===== src/rtl/cfg_pkg.sv =====
// Shared definitions for the neuron configuration stream loader:
// command codes, header field positions and FSM state encoding.
package cfg_pkg;

    localparam logic [3:0] CMD_LOAD = 4'h1;
    localparam logic [3:0] CMD_END  = 4'hF;

    // Header word layout: [31:28] cmd, [27:20] layer, [19:10] neuron, [9:0] count
    localparam int HDR_CMD_MSB    = 31;
    localparam int HDR_CMD_LSB    = 28;
    localparam int HDR_LAYER_MSB  = 27;
    localparam int HDR_LAYER_LSB  = 20;
    localparam int HDR_NEURON_MSB = 19;
    localparam int HDR_NEURON_LSB = 10;
    localparam int HDR_COUNT_MSB  = 9;
    localparam int HDR_COUNT_LSB  = 0;

    typedef enum logic [2:0] {
        IDLE_WAIT = 3'd0,
        HDR       = 3'd1,
        WGT       = 3'd2,
        BIAS      = 3'd3,
        CHK       = 3'd4,
        DONE      = 3'd5
    } state_t;

endpackage


===== src/rtl/cfg_stream_loader.sv =====
// Drives the broadcast neuron weight/bias config bus from a 32-bit header/data stream.
// Define CFG_CHECKSUM_EN to require an XOR checksum trailer after each LOAD record.
module cfg_stream_loader
    import cfg_pkg::*;
#(
    parameter int dataWidth  = 16,
    parameter int numLayers  = 8,
    parameter int maxNeurons = 1024,
    parameter int maxWeights = 1023
) (
    input  logic        clk,
    input  logic        rst,
    input  logic        start,
    input  logic [31:0] s_data,
    input  logic        s_valid,
    output logic        s_ready,
    output logic [31:0] weightValue,
    output logic        weightValid,
    output logic [31:0] biasValue,
    output logic        biasValid,
    output logic [31:0] config_layer_num,
    output logic [31:0] config_neuron_num,
    output logic        busy,
    output logic        done,
    output logic        err
);

    // Weight/bias words pass through untouched; only the width bound is enforced here.
    if (dataWidth < 1 || dataWidth > 32) begin : g_bad_data_width
        $error("cfg_stream_loader: dataWidth must be in 1..32");
    end
    if (maxWeights < 1 || maxWeights > 1023) begin : g_bad_max_weights
        $error("cfg_stream_loader: maxWeights must fit the 10-bit count field");
    end

    state_t      state;
    logic [9:0]  remaining;
    logic        transfer;
    logic [3:0]  hdr_cmd;
    logic [7:0]  hdr_layer;
    logic [9:0]  hdr_neuron;
    logic [9:0]  hdr_count;
    logic        hdr_load_ok;

    assign hdr_cmd    = s_data[HDR_CMD_MSB:HDR_CMD_LSB];
    assign hdr_layer  = s_data[HDR_LAYER_MSB:HDR_LAYER_LSB];
    assign hdr_neuron = s_data[HDR_NEURON_MSB:HDR_NEURON_LSB];
    assign hdr_count  = s_data[HDR_COUNT_MSB:HDR_COUNT_LSB];

    assign hdr_load_ok = (hdr_cmd == CMD_LOAD)
                       && ({24'd0, hdr_layer} < numLayers)
                       && ({22'd0, hdr_neuron} < maxNeurons)
                       && (hdr_count != 10'd0)
                       && ({22'd0, hdr_count} <= maxWeights);

    assign s_ready  = (state == HDR) || (state == WGT) || (state == BIAS) || (state == CHK);
    assign busy     = s_ready;
    assign transfer = s_valid && s_ready;

`ifdef CFG_CHECKSUM_EN
    logic [31:0] csum;
`endif

    // Single FSM: strobes default low each cycle so upstream bubbles become gaps on the bus.
    always_ff @(posedge clk or negedge rst) begin
        if (!rst) begin
            state             <= IDLE_WAIT;
            remaining         <= 10'd0;
            weightValue       <= 32'd0;
            weightValid       <= 1'b0;
            biasValue         <= 32'd0;
            biasValid         <= 1'b0;
            config_layer_num  <= 32'd0;
            config_neuron_num <= 32'd0;
            done              <= 1'b0;
            err               <= 1'b0;
`ifdef CFG_CHECKSUM_EN
            csum              <= 32'd0;
`endif
        end else begin
            weightValid <= 1'b0;
            biasValid   <= 1'b0;
            done        <= 1'b0;
            case (state)
                IDLE_WAIT, DONE: begin
                    if (start) begin
                        state <= HDR;
                        err   <= 1'b0;
                    end
                end
                HDR: begin
                    if (transfer) begin
                        if (hdr_load_ok) begin
                            config_layer_num  <= {24'd0, hdr_layer};
                            config_neuron_num <= {22'd0, hdr_neuron};
                            remaining         <= hdr_count;
                            state             <= WGT;
`ifdef CFG_CHECKSUM_EN
                            csum              <= s_data;
`endif
                        end else if (hdr_cmd == CMD_END) begin
                            done  <= 1'b1;
                            state <= DONE;
                        end else begin
                            err <= 1'b1;
                        end
                    end
                end
                WGT: begin
                    if (transfer) begin
                        weightValue <= s_data;
                        weightValid <= 1'b1;
                        remaining   <= remaining - 10'd1;
`ifdef CFG_CHECKSUM_EN
                        csum        <= csum ^ s_data;
`endif
                        if (remaining == 10'd1) begin
                            state <= BIAS;
                        end
                    end
                end
                BIAS: begin
                    if (transfer) begin
                        biasValue <= s_data;
                        biasValid <= 1'b1;
`ifdef CFG_CHECKSUM_EN
                        csum      <= csum ^ s_data;
                        state     <= CHK;
`else
                        state     <= HDR;
`endif
                    end
                end
`ifdef CFG_CHECKSUM_EN
                // Strobes already went out; a bad trailer only raises the sticky error.
                CHK: begin
                    if (transfer) begin
                        if (s_data != csum) begin
                            err <= 1'b1;
                        end
                        state <= HDR;
                    end
                end
`endif
                default: begin
                    state <= IDLE_WAIT;
                end
            endcase
        end
    end

endmodule


===== config.mk =====
export PLATFORM = sky130hd
export DESIGN_NAME = cfg_stream_loader
export DESIGN_NICKNAME = d
export VERILOG_FILES = /design/src/rtl/cfg_pkg.sv /design/src/rtl/cfg_stream_loader.sv
export SDC_FILE = /design/constraint.sdc
export NUM_CORES = 1
export LEC_CHECK = 0
export CORE_MARGIN = 2
export CORE_UTILIZATION = 25
export CTS_BUF_LIST = sky130_fd_sc_hd__clkbuf_8
export DETAILED_ROUTE_END_ITERATION = 6
export PLACE_DENSITY = 0.46
export SYNTH_ARGS = -nofsm -noshare
export SYNTH_HDL_FRONTEND = slang
export SYNTH_SLANG_ARGS = --single-unit

===== constraint.sdc =====
create_clock -name clk -period 5.1 [get_ports clk]
set_input_delay 1.275 -clock clk [delete_from_list [all_inputs] [get_ports clk]]
set_output_delay 1.275 -clock clk [all_outputs]
set_load 0.01 [all_outputs]

# After elaboration in Yosys (flattened, before gate mapping)
# Index checks and enable logic that the tools add are counted.
# word_totals
output_inout_bits	134
inputBits	36
ff_bits	99
wordCells	70
# classes
n_reduce_logical	17
order_cmp	1
n_addsub	1
n_eq_ne	17
n_mux	24
# ops
operator	n
10-bit two-way mux	3
3-bit two-way mux	7
10-bit one-hot mux with 2 select lines	1
2-bit inequality test, second input constant	7
3-bit one-hot mux with 4 select lines	1
1-bit two-way mux	11
10-bit by 1-bit equality test with 1-bit output, second input constant	1
10-bit nonzero test	1
10-bit by 1-bit subtractor with 10-bit output, second input constant	1
8-bit by 4-bit < comparator with 1-bit output, second input constant	1
3-bit by 2-bit equality test with 1-bit output, second input constant	2
3-bit equality test, second input constant	2
6-bit AND reduction	1
5-bit AND reduction	1
4-bit by 1-bit equality test with 1-bit output, second input constant	1
4-bit equality test, second input constant	1
2-bit AND reduction	2
4-bit AND reduction	1
2-bit nonzero test	2
3-bit by 1-bit equality test with 1-bit output, second input constant	1
1-bit logical AND	3
3-bit logical NOT	1
1-bit logical OR	3
3-bit by 2-bit inequality test with 1-bit output, second input constant	1
4 further kinds	4

# Depth between registers and ports, before layout
# depth
depth_word	7
ltp_mapped	7
mapped_depth_nobuf	7

# Worst setup path before layout
# No wires, ideal clock.
# synth_path
kind	input port to flip-flop
startpoint	input s_data[4]
endpoint	register config_neuron_num[5]
n_path_buf	1
t_required_ns	4.975
setup_time_ns	0.125
arrival_time_ns	2.756
path_stages	6
path_slack_ns	2.219
path_cell_list	or4_4 -> nor4_4 -> nor4b_4 -> nand3_4 -> buf_12 -> mux2_4
# synth_between
elab_chain_cells	3
# synth_lines
element	line	rtl
start: declaration	cfg_stream_loader.sv:14	input logic [31:0] s_data,
10-bit nonzero test	cfg_stream_loader.sv:53	&& (hdr_count != 10'd0)
1-bit logical AND	cfg_stream_loader.sv:53	
3-bit AND reduction (no source line)	-	
end signal: assignment	cfg_stream_loader.sv:95	config_neuron_num <= {22'd0, hdr_neuron};
end: declaration	cfg_stream_loader.sv:22	output logic [31:0] config_neuron_num,
# No other way between the ends.
# A chain may end at the register's enable or synchronous reset.

# Worst setup path after layout
# layout_path
startpoint	input s_data[4]
endpoint	register remaining[5]
# layout_between
elab_chain_cells	4
# layout_lines
element	line	rtl
10-bit nonzero test	cfg_stream_loader.sv:53	
1-bit logical AND	cfg_stream_loader.sv:53	
2-bit inequality test (no source line)	-	
4-bit AND reduction (no source line)	-	
end signal: assignment	cfg_stream_loader.sv:96	remaining <= hdr_count;
end signal: assignment	cfg_stream_loader.sv:113	remaining <= remaining - 10'd1;
end: declaration	cfg_stream_loader.sv:37	logic [9:0] remaining;
# No other way between the ends.

==> results.md <==
* WP data arrival at 3.53 ns
* Hpwl dp at around 8.0 mm
* Net Sw Frac at 29.6%
* Layout cells sized above 1 at 22.6%
* Final Hold Vio Count at 0
* P_leak at 2.76 nW
* Clk buf depth at 2
* Placer Congestion at 0.713
* Nets at just over 500
* Synth Register Bits at 99
* Largest net degree at the start of global routing at 76
* Max FO, Critical Path at 12
* Crit share post-route at 63.9%
* Detail Route Antenna Nets at 0
* Main flop type after synthesis: dfrtp_1
* WL met3 at 1.41 mm
* Die area at between 0.015 and 0.02 mm2
* Highest ir drop seen on vdd at 0.000126 V
* Vias in the first global route at 3171
* EDFF count, synth at 0
* Post-route clock skew at 0.0199 ns
* Total grt overflow at 0
* Int Pwr at 1.10 mW
* Pwr per Cell Area at 261 mW/mm2
* Maximum clock rate at 307 MHz
* Power share of the combinational group at 12.6%
* Critical path type: primary input to flip-flop
* CTS resizes at 0
* RSZ-0062 raised after global routing: no
* Hold Crit Depth at 1
* Pre-antenna DRT Iters at 4
* TritonCTS Buffers at 9
* Initial Util at between 20% and 30%
* Slew @ Worst Pin at roughly 0.95 ns
* # diodes at 0
* Setup TNS at 0 ns
* Status: completed
* Sw Pwr at between 0.4 and 0.5 mW
* Clk_lat worst skew at 0.39 ns
* Tot GR Track Use at 11.9%
* Critical Path End Type: flip-flop
* Clock share of power at 32.6%
* HP Class: flip-flop to flip-flop
* Worst Path Required at 5.37 ns
* Crit start category: primary input
* Post-synthesis area per instance at 12.8 um2
* Drc violations at 0
* Post-CTS Hold Buffers at 0
* DRT Wirelength at 11.4 mm
* H-tree Lvls at 3
* Initial DRC count at 104
* Number of max-cap violations at 0
* Root Driver: clkbuf_8
* Routed met2 length at 4.96 mm
* Final Critical Period at between 3 and 4 ns
* Max transition margin at 36.4%
* Hold_ws at between 0.5 and 0.6 ns
* DR WL/cell at 16.1 um
* CTS Sinks at between 90 and 100
* Number of port buffers at around 120
* I/O Pins at 170
* Die Y at about 140 um
* Post-synth cell types at 48
* Vias per cell at between 4 and 5
* Mapped Cells at 354
* Core ar. at 0.0179 mm2
* Clock-pin slew on the worst setup and hold paths at between 0.1 and 0.15 ns
* Register share of total power at 54.8%
* First-pass GRT wire length at 17.9 mm
* Mapped cell area at between 0.004 and 0.005 mm2
* Routed vias at 3112
* Sequential area share after synthesis at 54.5%
* Uppermost layer routed: met4
* FFs w/ async S/R, synth at 100%
* Syn. warnings at 0
* Final setup viols at 0
* Initial antenna violation count at 0
* FF-to-FF path depth at 6
* Total setup buffers inserted after CTS at 0
* Num rows at 49
* M1 WL at 4.85 mm
* CTS tree: built
* Max-slew violations at 0
* Area Overhead vs Synth at 32.1%
* Die Span X at 139 um
cell type report:
type | count | area [um2]
clock buffers | 9 | 124
clock inverters | 7 | 72.6
fillers | 1800 | 11900
inverters | 5 | 18.8
multi-input cells | 232 | 1780
flip-flops and latches | 99 | 2480
well taps | 229 | 287
repair buffers | 126 | 1250
critical path: stages:
cell and delay [ns]:
clkdlybuf4s50_1 0.47, or4_4 0.59, nor4_4 0.32, o211a_1 0.49, or2_2 0.27, o21ai_0 0.12
metrics by stage:
stage	cells	worst slack [ns]	cell area [um2]	utilization (%)	power, mW
4_1_cts	707	1.85	6010	33.6	1.59
2_1_floorplan	399	2.22	4720	-	0.991
3_3_place_gp	691	1.51	5810	32.5	1.07
6_report	707	1.84	6010	33.6	1.57
3_5_place_dp	691	1.43	5810	32.5	1.07
5_1_grt	707	1.67	6010	33.6	1.65
placed cells by master, fill, tap and decap left out, types with 3 or more instances in the layout:
master           count
clkdlybuf4s50_1    122
dfrtp_1             99
mux2_2              73
conb_1              46
nor2_1              15
o21ai_0             11
nand2_1             10
a21oi_1             10
clkbuf_8             9
and2_1               6
o31ai_1              6
inv_1                5
nor2b_1              5
mux2_4               4
nor3_1               4
buf_4                4
o22ai_1              3
a2bb2oi_1            3
clkinv_4             3
registers in the layout, indices dropped and copies added, names as in the netlist:
name,count
biasValid,1
biasValue,32
config_layer_num,8
config_neuron_num,10
done,1
err,1
remaining,10
state,3
weightValid,1
weightValue,32
worst paths after layout:
kind	slack [ns]	end	start
worst max-delay path	1.84	remaining[5]	s_data[4]
worst min register to register	0.51	config_layer_num[5]	config_layer_num[5]
max in group asynchronous	3.15	err	rst
worst min-delay path	0.51	config_layer_num[5]	config_layer_num[5]
worst max register to register	2.89	remaining[8]	remaining[0]
min in group asynchronous	1.02	weightValue[23]	rst
metal layers:
metal / vias up / global-route usage [%]
met5: - / 0
met4: 0 / 4.63
met3: 15 / 6.80
met2: 149 / 17.1
met1: 1559 / 14.7
li1: 1389 / -
cells in the mapped netlist, types with 2 or more instances:
cell type  instances  area [um2]
mux2_4             4        60.1
and2_1             6        37.5
buf_4             48         360
o211a_1            2        20.0
nor4_1             2        12.5
o21ai_0           11        55.1
or4_1              2        15.0
nand2_1           10        37.5
nor2b_1            5        31.3
nor2_1            15        56.3
clkbuf_1           6        22.5
nand3_1            2        10.0
inv_1              5        18.8
mux2_2            73         822
nor3_1             4        20.0
a2bb2oi_1          3        26.3
o31ai_1            6        45.0
a22oi_1            2        15.0
o22ai_1            3        18.8
a21oi_1           10        50.1
ha_1               2        25.0
dfrtp_1           99        2480
nand4_1            2        12.5
a211oi_1           2        15.0
buf_2              7        35.0
logic make-up (layout without fill, tap and decap cells):
| family | Yosys count | count (layout) | share of synthesized area [%] |
|---|---|---|---|
| buf+inv | 68 | 147 | 10.3 |
| simple gates | 61 | 61 | 8.39 |
| flops | 99 | 99 | 54.5 |
| mux | 77 | 77 | 19.4 |
| compound gates | 45 | 45 | 6.60 |
| fa+ha+maj | 2 | 2 | 0.550 |
| other cells | 1 | 46 | 0.0825 |
| xor+xnor | 1 | 1 | 0.193 |
power by group through the flow:
stage | logic [mW] | clock network, mW | registers (mW)
final | 0.197 | 0.511 | 0.858
after global routing | 0.218 | 0.564 | 0.864
after CTS | 0.199 | 0.536 | 0.856
after detailed placement | 0.198 | 0 | 0.871
after global placement | 0.196 | 0 | 0.870
after floorplan | 0.124 | 0 | 0.867
(Power assumes the default switching activity.)
